===== src/rtl/fetch_unit_if.sv =====
// Signal bundle between the fetch stage and its neighbours: redirect/hazard
// controls and the ROM port in, the IF/ID pipeline register out.
interface fetch_unit_if;
    logic        stall_in;
    logic        flush_in;
    logic        branch_taken_in;
    logic [31:0] branch_target_in;
    logic        jump_in;
    logic [31:0] jump_target_in;
    logic [31:0] rom_addr_out;
    logic [31:0] rom_data_in;
    logic [31:0] pc_out;
    logic [31:0] pc_plus4_out;
    logic [31:0] instr_out;
    logic        valid_out;
    logic [31:0] fetch_count_out;

    modport master (
        output stall_in, flush_in, branch_taken_in, branch_target_in,
               jump_in, jump_target_in, rom_data_in,
        input  rom_addr_out, pc_out, pc_plus4_out, instr_out, valid_out,
               fetch_count_out
    );

    modport slave (
        input  stall_in, flush_in, branch_taken_in, branch_target_in,
               jump_in, jump_target_in, rom_data_in,
        output rom_addr_out, pc_out, pc_plus4_out, instr_out, valid_out,
               fetch_count_out
    );
endinterface


===== src/rtl/fetch_unit.sv =====
// Instruction fetch stage: owns the PC, addresses inst_rom and loads the IF/ID
// register, honouring stall, flush and branch/jump redirects.
module fetch_unit #(
    parameter logic [31:0] RESET_PC = 32'h0000_0000,
    parameter logic [31:0] PC_STEP  = 32'd4
) (
    input  logic         clk,
    input  logic         rst,
    fetch_unit_if.slave  fif
);
    logic [31:0] r_pc;
    logic [31:0] r_pc_out;
    logic [31:0] r_pc_plus4;
    logic [31:0] r_instr;
    logic        r_valid;
    logic [31:0] r_fetch_count;

    logic [31:0] w_pc_next;
    logic        w_redirect;
    logic        w_bubble;

    assign w_redirect = fif.branch_taken_in | fif.jump_in;
    // Any redirect squashes the wrong-path word currently on rom_data_in.
    assign w_bubble   = w_redirect | fif.flush_in;

    always_comb begin
        w_pc_next = r_pc + PC_STEP;
        if (fif.branch_taken_in) begin
            w_pc_next = {fif.branch_target_in[31:2], 2'b00};
        end else if (fif.jump_in) begin
            w_pc_next = {fif.jump_target_in[31:2], 2'b00};
        end else if (fif.stall_in) begin
            w_pc_next = r_pc;
        end
    end

    always_ff @(posedge clk) begin
        if (rst) begin
            r_pc          <= RESET_PC;
            r_pc_out      <= 32'h0000_0000;
            r_pc_plus4    <= 32'h0000_0000;
            r_instr       <= 32'h0000_0000;
            r_valid       <= 1'b0;
            r_fetch_count <= 32'h0000_0000;
        end else begin
            r_pc <= w_pc_next;
            if (w_bubble) begin
                r_pc_out   <= 32'h0000_0000;
                r_pc_plus4 <= 32'h0000_0000;
                r_instr    <= 32'h0000_0000;
                r_valid    <= 1'b0;
            end else if (!fif.stall_in) begin
                r_pc_out      <= r_pc;
                r_pc_plus4    <= r_pc + 32'd4;
                r_instr       <= fif.rom_data_in;
                r_valid       <= 1'b1;
                r_fetch_count <= r_fetch_count + 32'd1;
            end
        end
    end

    assign fif.rom_addr_out    = {2'b00, r_pc[31:2]};
    assign fif.pc_out          = r_pc_out;
    assign fif.pc_plus4_out    = r_pc_plus4;
    assign fif.instr_out       = r_instr;
    assign fif.valid_out       = r_valid;
    assign fif.fetch_count_out = r_fetch_count;
endmodule


===== src/flat_wrapper.sv =====
// flat-port wrapper written by rule: the top's interface ports become plain ports
module fetch_unit_flat 
#(
    parameter logic [31:0] RESET_PC = 32'h0000_0000,
    parameter logic [31:0] PC_STEP  = 32'd4
)
  (clk, rst, fif_stall_in, fif_flush_in, fif_branch_taken_in, fif_branch_target_in, fif_jump_in, fif_jump_target_in, fif_rom_data_in, fif_rom_addr_out, fif_pc_out, fif_pc_plus4_out, fif_instr_out, fif_valid_out, fif_fetch_count_out);
  fetch_unit_if fif_i ();
  input  logic clk;
  input  logic rst;
  input wire logic [$bits(fif_i.stall_in)-1:0] fif_stall_in;
  input wire logic [$bits(fif_i.flush_in)-1:0] fif_flush_in;
  input wire logic [$bits(fif_i.branch_taken_in)-1:0] fif_branch_taken_in;
  input wire logic [$bits(fif_i.branch_target_in)-1:0] fif_branch_target_in;
  input wire logic [$bits(fif_i.jump_in)-1:0] fif_jump_in;
  input wire logic [$bits(fif_i.jump_target_in)-1:0] fif_jump_target_in;
  input wire logic [$bits(fif_i.rom_data_in)-1:0] fif_rom_data_in;
  output wire logic [$bits(fif_i.rom_addr_out)-1:0] fif_rom_addr_out;
  output wire logic [$bits(fif_i.pc_out)-1:0] fif_pc_out;
  output wire logic [$bits(fif_i.pc_plus4_out)-1:0] fif_pc_plus4_out;
  output wire logic [$bits(fif_i.instr_out)-1:0] fif_instr_out;
  output wire logic [$bits(fif_i.valid_out)-1:0] fif_valid_out;
  output wire logic [$bits(fif_i.fetch_count_out)-1:0] fif_fetch_count_out;
  assign fif_i.stall_in = fif_stall_in;
  assign fif_i.flush_in = fif_flush_in;
  assign fif_i.branch_taken_in = fif_branch_taken_in;
  assign fif_i.branch_target_in = fif_branch_target_in;
  assign fif_i.jump_in = fif_jump_in;
  assign fif_i.jump_target_in = fif_jump_target_in;
  assign fif_i.rom_data_in = fif_rom_data_in;
  assign fif_rom_addr_out = fif_i.rom_addr_out;
  assign fif_pc_out = fif_i.pc_out;
  assign fif_pc_plus4_out = fif_i.pc_plus4_out;
  assign fif_instr_out = fif_i.instr_out;
  assign fif_valid_out = fif_i.valid_out;
  assign fif_fetch_count_out = fif_i.fetch_count_out;
  fetch_unit #(.RESET_PC(RESET_PC), .PC_STEP(PC_STEP)) u_core (.clk(clk), .rst(rst), .fif(fif_i));
endmodule

===== config.mk =====
export PLATFORM = sky130hd
export DESIGN_NAME = fetch_unit_flat
export DESIGN_NICKNAME = d
export VERILOG_FILES = /design/src/rtl/fetch_unit_if.sv /design/src/rtl/fetch_unit.sv /design/src/flat_wrapper.sv
export SDC_FILE = /design/constraint.sdc
export NUM_CORES = 1
export LEC_CHECK = 0
export ABC_AREA = 1
export CORE_UTILIZATION = 30
export CTS_BUF_LIST = sky130_fd_sc_hd__clkbuf_2 sky130_fd_sc_hd__clkbuf_4 sky130_fd_sc_hd__clkbuf_8
export CTS_CLUSTER_SIZE = 16
export DETAILED_ROUTE_END_ITERATION = 12
export MAX_ROUTING_LAYER = met4
export PLACE_DENSITY = 0.68
export SYNTH_ARGS = -nofsm -noshare
export SYNTH_HDL_FRONTEND = slang
export SYNTH_SLANG_ARGS = --single-unit

===== constraint.sdc =====
create_clock -name clk -period 2.6 [get_ports clk]
set_input_delay 0.65 -clock clk [delete_from_list [all_inputs] [get_ports clk]]
set_output_delay 0.65 -clock clk [all_outputs]
set_load 0.005 [all_outputs]

==> results by group <==
Status
  – Status: complete, no violations

Critical path
  – R2r startpoint: u_core.r_pc[2]
  – CP delay by family, top: flip-flops
  – Worst R2R End: u_core.fif.pc_plus4_out[22]
  – FF-to-FF path depth: 10
  – WP buf/inv: 1
  – Crit-path slowest cell: dfxtp_1
  – Worst setup SP type: register
  – Critical Path, Cell by Cell: clkdlybuf4s50_1
  – Data required time of the critical path: 1.95 ns
  – Critical Path End Type: output pin
  – Critical path fanouts, max: 7
  – Reg2reg setup slack: 0.70 ns
  – Max stage delay on crit path: 0.59 ns
  – Setup Crit Path Kind: reg2out
  – Crit path arrival time: 1.65 ns

STA
  – Worst-margin pin slew: 0.612 ns
  – FMAX: 436 MHz
  – Final setup fails: 0
  – Slew margin rel.: 0.592
  – Final Max Slew Viols: 0
  – Final hold slack: 0.468 ns
  – Setup_tns: 0 ns
  – Hold violation count in the final report: 0
  – Final period utilization: 0.883
  – RSZ-0062 raised after global routing: no
  – Fin crit period: 2.30 ns
  – Skew final: 0.0212 ns

Routing
  – Vias: 8460
  – Vias/cell: 4.80
  – Routed Antenna Nets: 0
  – WL/cell: 16.4 um
  – Drt total wl: 28.9 mm
  – Final routed DRC violation total: 0
  – Iter 0 DRT Violations: 747
  – First drt pass iteration count: 6

Global routing
  – Global-route wire length before repair: 43.7 mm
  – Overflow after GRT: 0
  – All-Layer GR Usage: 0.220
  – Antenna violations before repair: 1
  – Largest net degree at the start of global routing: 90
  – Vias in the first global route: 7753

Min path
  – WHS Path Cells: 2
  – Min-Delay Path Class: reg2reg
  – Hold EP: u_core.fif.pc_out[10]
  – HP Start: u_core.fif.pc_out[10]

Clock network
  – Clk_lat worst skew: around 0.48 ns
  – Reg clk slew, reported paths: 0.09 ns
  – CTS Buf Count: 17
  – Post-CTS Setup Bufs: 0
  – Hold_buf cts: 0
  – H-tree level count: 4
  – Root buf cell: clkbuf_8
  – Clk sink count: roughly 160
  – Clk buf depth: 2
  – Cts repair resizes: 0
  – CTS tree: yes

Floorplan
  – Chip height: 164 um
  – Initial core utilization: 0.308
  – Chip Width: about 160 um
  – Row Count: 58
  – # IOs: 263
  – Die area: 26700 um2
  – Core Region: around 25000 um2

Logic synthesis
  – Synth unique cells: 40
  – Post-Syn Area per Cell: 6.57 um2
  – Number of synthesized register bits: 155
  – Top cells by count, synth: nand2_1, nor2_1, dfxtp_1, a21oi_1, inv_1
  – Ys flop type: dfxtp_1
  – Post-Syn Instances: 1191
  – Synth area leaders: dfxtp_1, nand2_1, nor2_1
  – Post-synth EDFFs: 0
  – Most frequent cell after synthesis: nand2_1
  – Top-area cell type share of the netlist area: 0.396
  – Post-synth top area cell: dfxtp_1
  – Post-synthesis cell area: between 7000 and 8000 um2
  – Share of flip-flops with an asynchronous set or reset: 0
  – Sequential area share after synthesis: 0.396
  – Yosys warning total: 0

Placed design
  – I/O Buffers: 252
  – Routability-driven placement congestion ratio: 1.00
  – Post-DP HPWL: 21.1 mm

Layout
  – Area Growth Syn to Fin: 40.7%
  – Share of cells above drive strength 1: 0.0579
  – Layout Nets: 1524

Power
  – Pwr/cell area: between 400 and 500 nW/um2
  – Leak: between 4 and 5 nW
  – Max IR drop VDD: between 0.3 and 0.4 mV

Job
  – Max-cap violations: 0
## metrics by stage
stage	power, W	cell area (um2)	utilization	setup WS (ns)	std cells
detailed placement	0.00326	10600	0.419	0.250	1731
global placement	0.00325	10600	0.419	0.284	1731
finish	0.00503	11000	0.434	0.305	1764
floorplan	0.00286	7850	-	0.907	1196
global route	0.00525	11000	0.434	0.247	1764
CTS	0.00508	11000	0.433	0.307	1763
## per-layer routing
layer	routed length [um]	track usage
met1	13100	0.283
met2	13600	0.345
met3	1650	0.0422
met4	600	0.0694
met5	0	-
## cells by family (layout without fill, tap and decap cells)
family                   after synthesis  count (layout)  synth area share
adder cells (fa/ha/maj)                2               2           0.00320
other                                  1               7          0.000479
XOR/XNOR                              15              15            0.0168
flip-flops                           155             155             0.396
AND/OR/NAND/NOR                      629             629             0.341
AO/OA/AOI/OAI                        236             236             0.159
buffers and inverters                153             390            0.0837
## placed cells by master, fill, tap and decap left out, types with 2 or more instances in the layout
| cell type | Yosys | layout |
|---|---|---|
| inv_6 | 0 | 5 |
| buf_4 | 9 | 11 |
| nand2_1 | 307 | 307 |
| o21ai_0 | 68 | 68 |
| clkdlybuf4s50_1 | 0 | 250 |
| nand3_2 | 4 | 4 |
| a21oi_1 | 144 | 144 |
| clkinv_2 | 0 | 3 |
| clkinvlp_4 | 0 | 3 |
| nand4_1 | 5 | 5 |
| dfxtp_1 | 155 | 155 |
| nand3b_1 | 11 | 11 |
| xor2_1 | 10 | 10 |
| inv_2 | 2 | 3 |
| xnor2_1 | 5 | 5 |
| nor2_2 | 3 | 3 |
| o211ai_1 | 18 | 18 |
| nand3_1 | 54 | 54 |
| buf_12 | 0 | 5 |
| nand2_2 | 5 | 5 |
| a21oi_2 | 4 | 4 |
| conb_1 | 1 | 6 |
| nor2_1 | 220 | 220 |
| clkbuf_8 | 0 | 17 |
| inv_1 | 88 | 87 |
| ha_1 | 2 | 2 |
| nand2_4 | 2 | 2 |
| clkinv_4 | 0 | 2 |
| nor2_4 | 8 | 8 |
## worst max path at each step
| stage | from | endpoint | slack (ns) | cells past startpoint |
|---|---|---|---|---|
| 2_1_floorplan | fif_stall_in | u_core.fif.fetch_count_out[11] | 0.91 | 7 |
| 3_3_place_gp | fif_jump_in | u_core.fif.fetch_count_out[11] | 0.28 | 7 |
| 3_5_place_dp | fif_jump_in | u_core.fif.fetch_count_out[25] | 0.25 | 9 |
| 4_1_cts | u_core.r_pc[15] | fif_rom_addr_out[13] | 0.31 | 1 |
| 5_1_grt | u_core.r_pc[15] | fif_rom_addr_out[13] | 0.25 | 1 |
| 6_report | u_core.r_pc[15] | fif_rom_addr_out[13] | 0.30 | 1 |
## registers in the layout, summed over array words and instances, names as in the netlist
| register | count |
|---|---|
| u_core.fif.valid_out | 1 |
| u_core.fif.pc_out | 30 |
| u_core.fif.fetch_count_out | 32 |
| u_core.fif.pc_plus4_out | 30 |
| u_core.r_pc | 30 |
| u_core.fif.instr_out | 32 |
## power by group
part / switching [W] / internal, W / leakage [nW]
logic: 0.000354 / 0.000340 / 2.75
registers: 0.0000903 / 0.00243 / 1.26
clock network: 0.00104 / 0.000774 / 0.185
## final cells by class
| class | count | area (um2) |
|---|---|---|
| well taps | 330 | 413 |
| fillers | 2641 | 14400 |
| clock inverters | 15 | 140 |
| flip-flops and latches | 155 | 3100 |
| multi-input cells | 888 | 4090 |
| clock buffers | 17 | 234 |
| inverters | 91 | 342 |
| diodes | 1 | 2.50 |
| repair buffers | 267 | 2690 |
(Power assumes the default switching activity.)
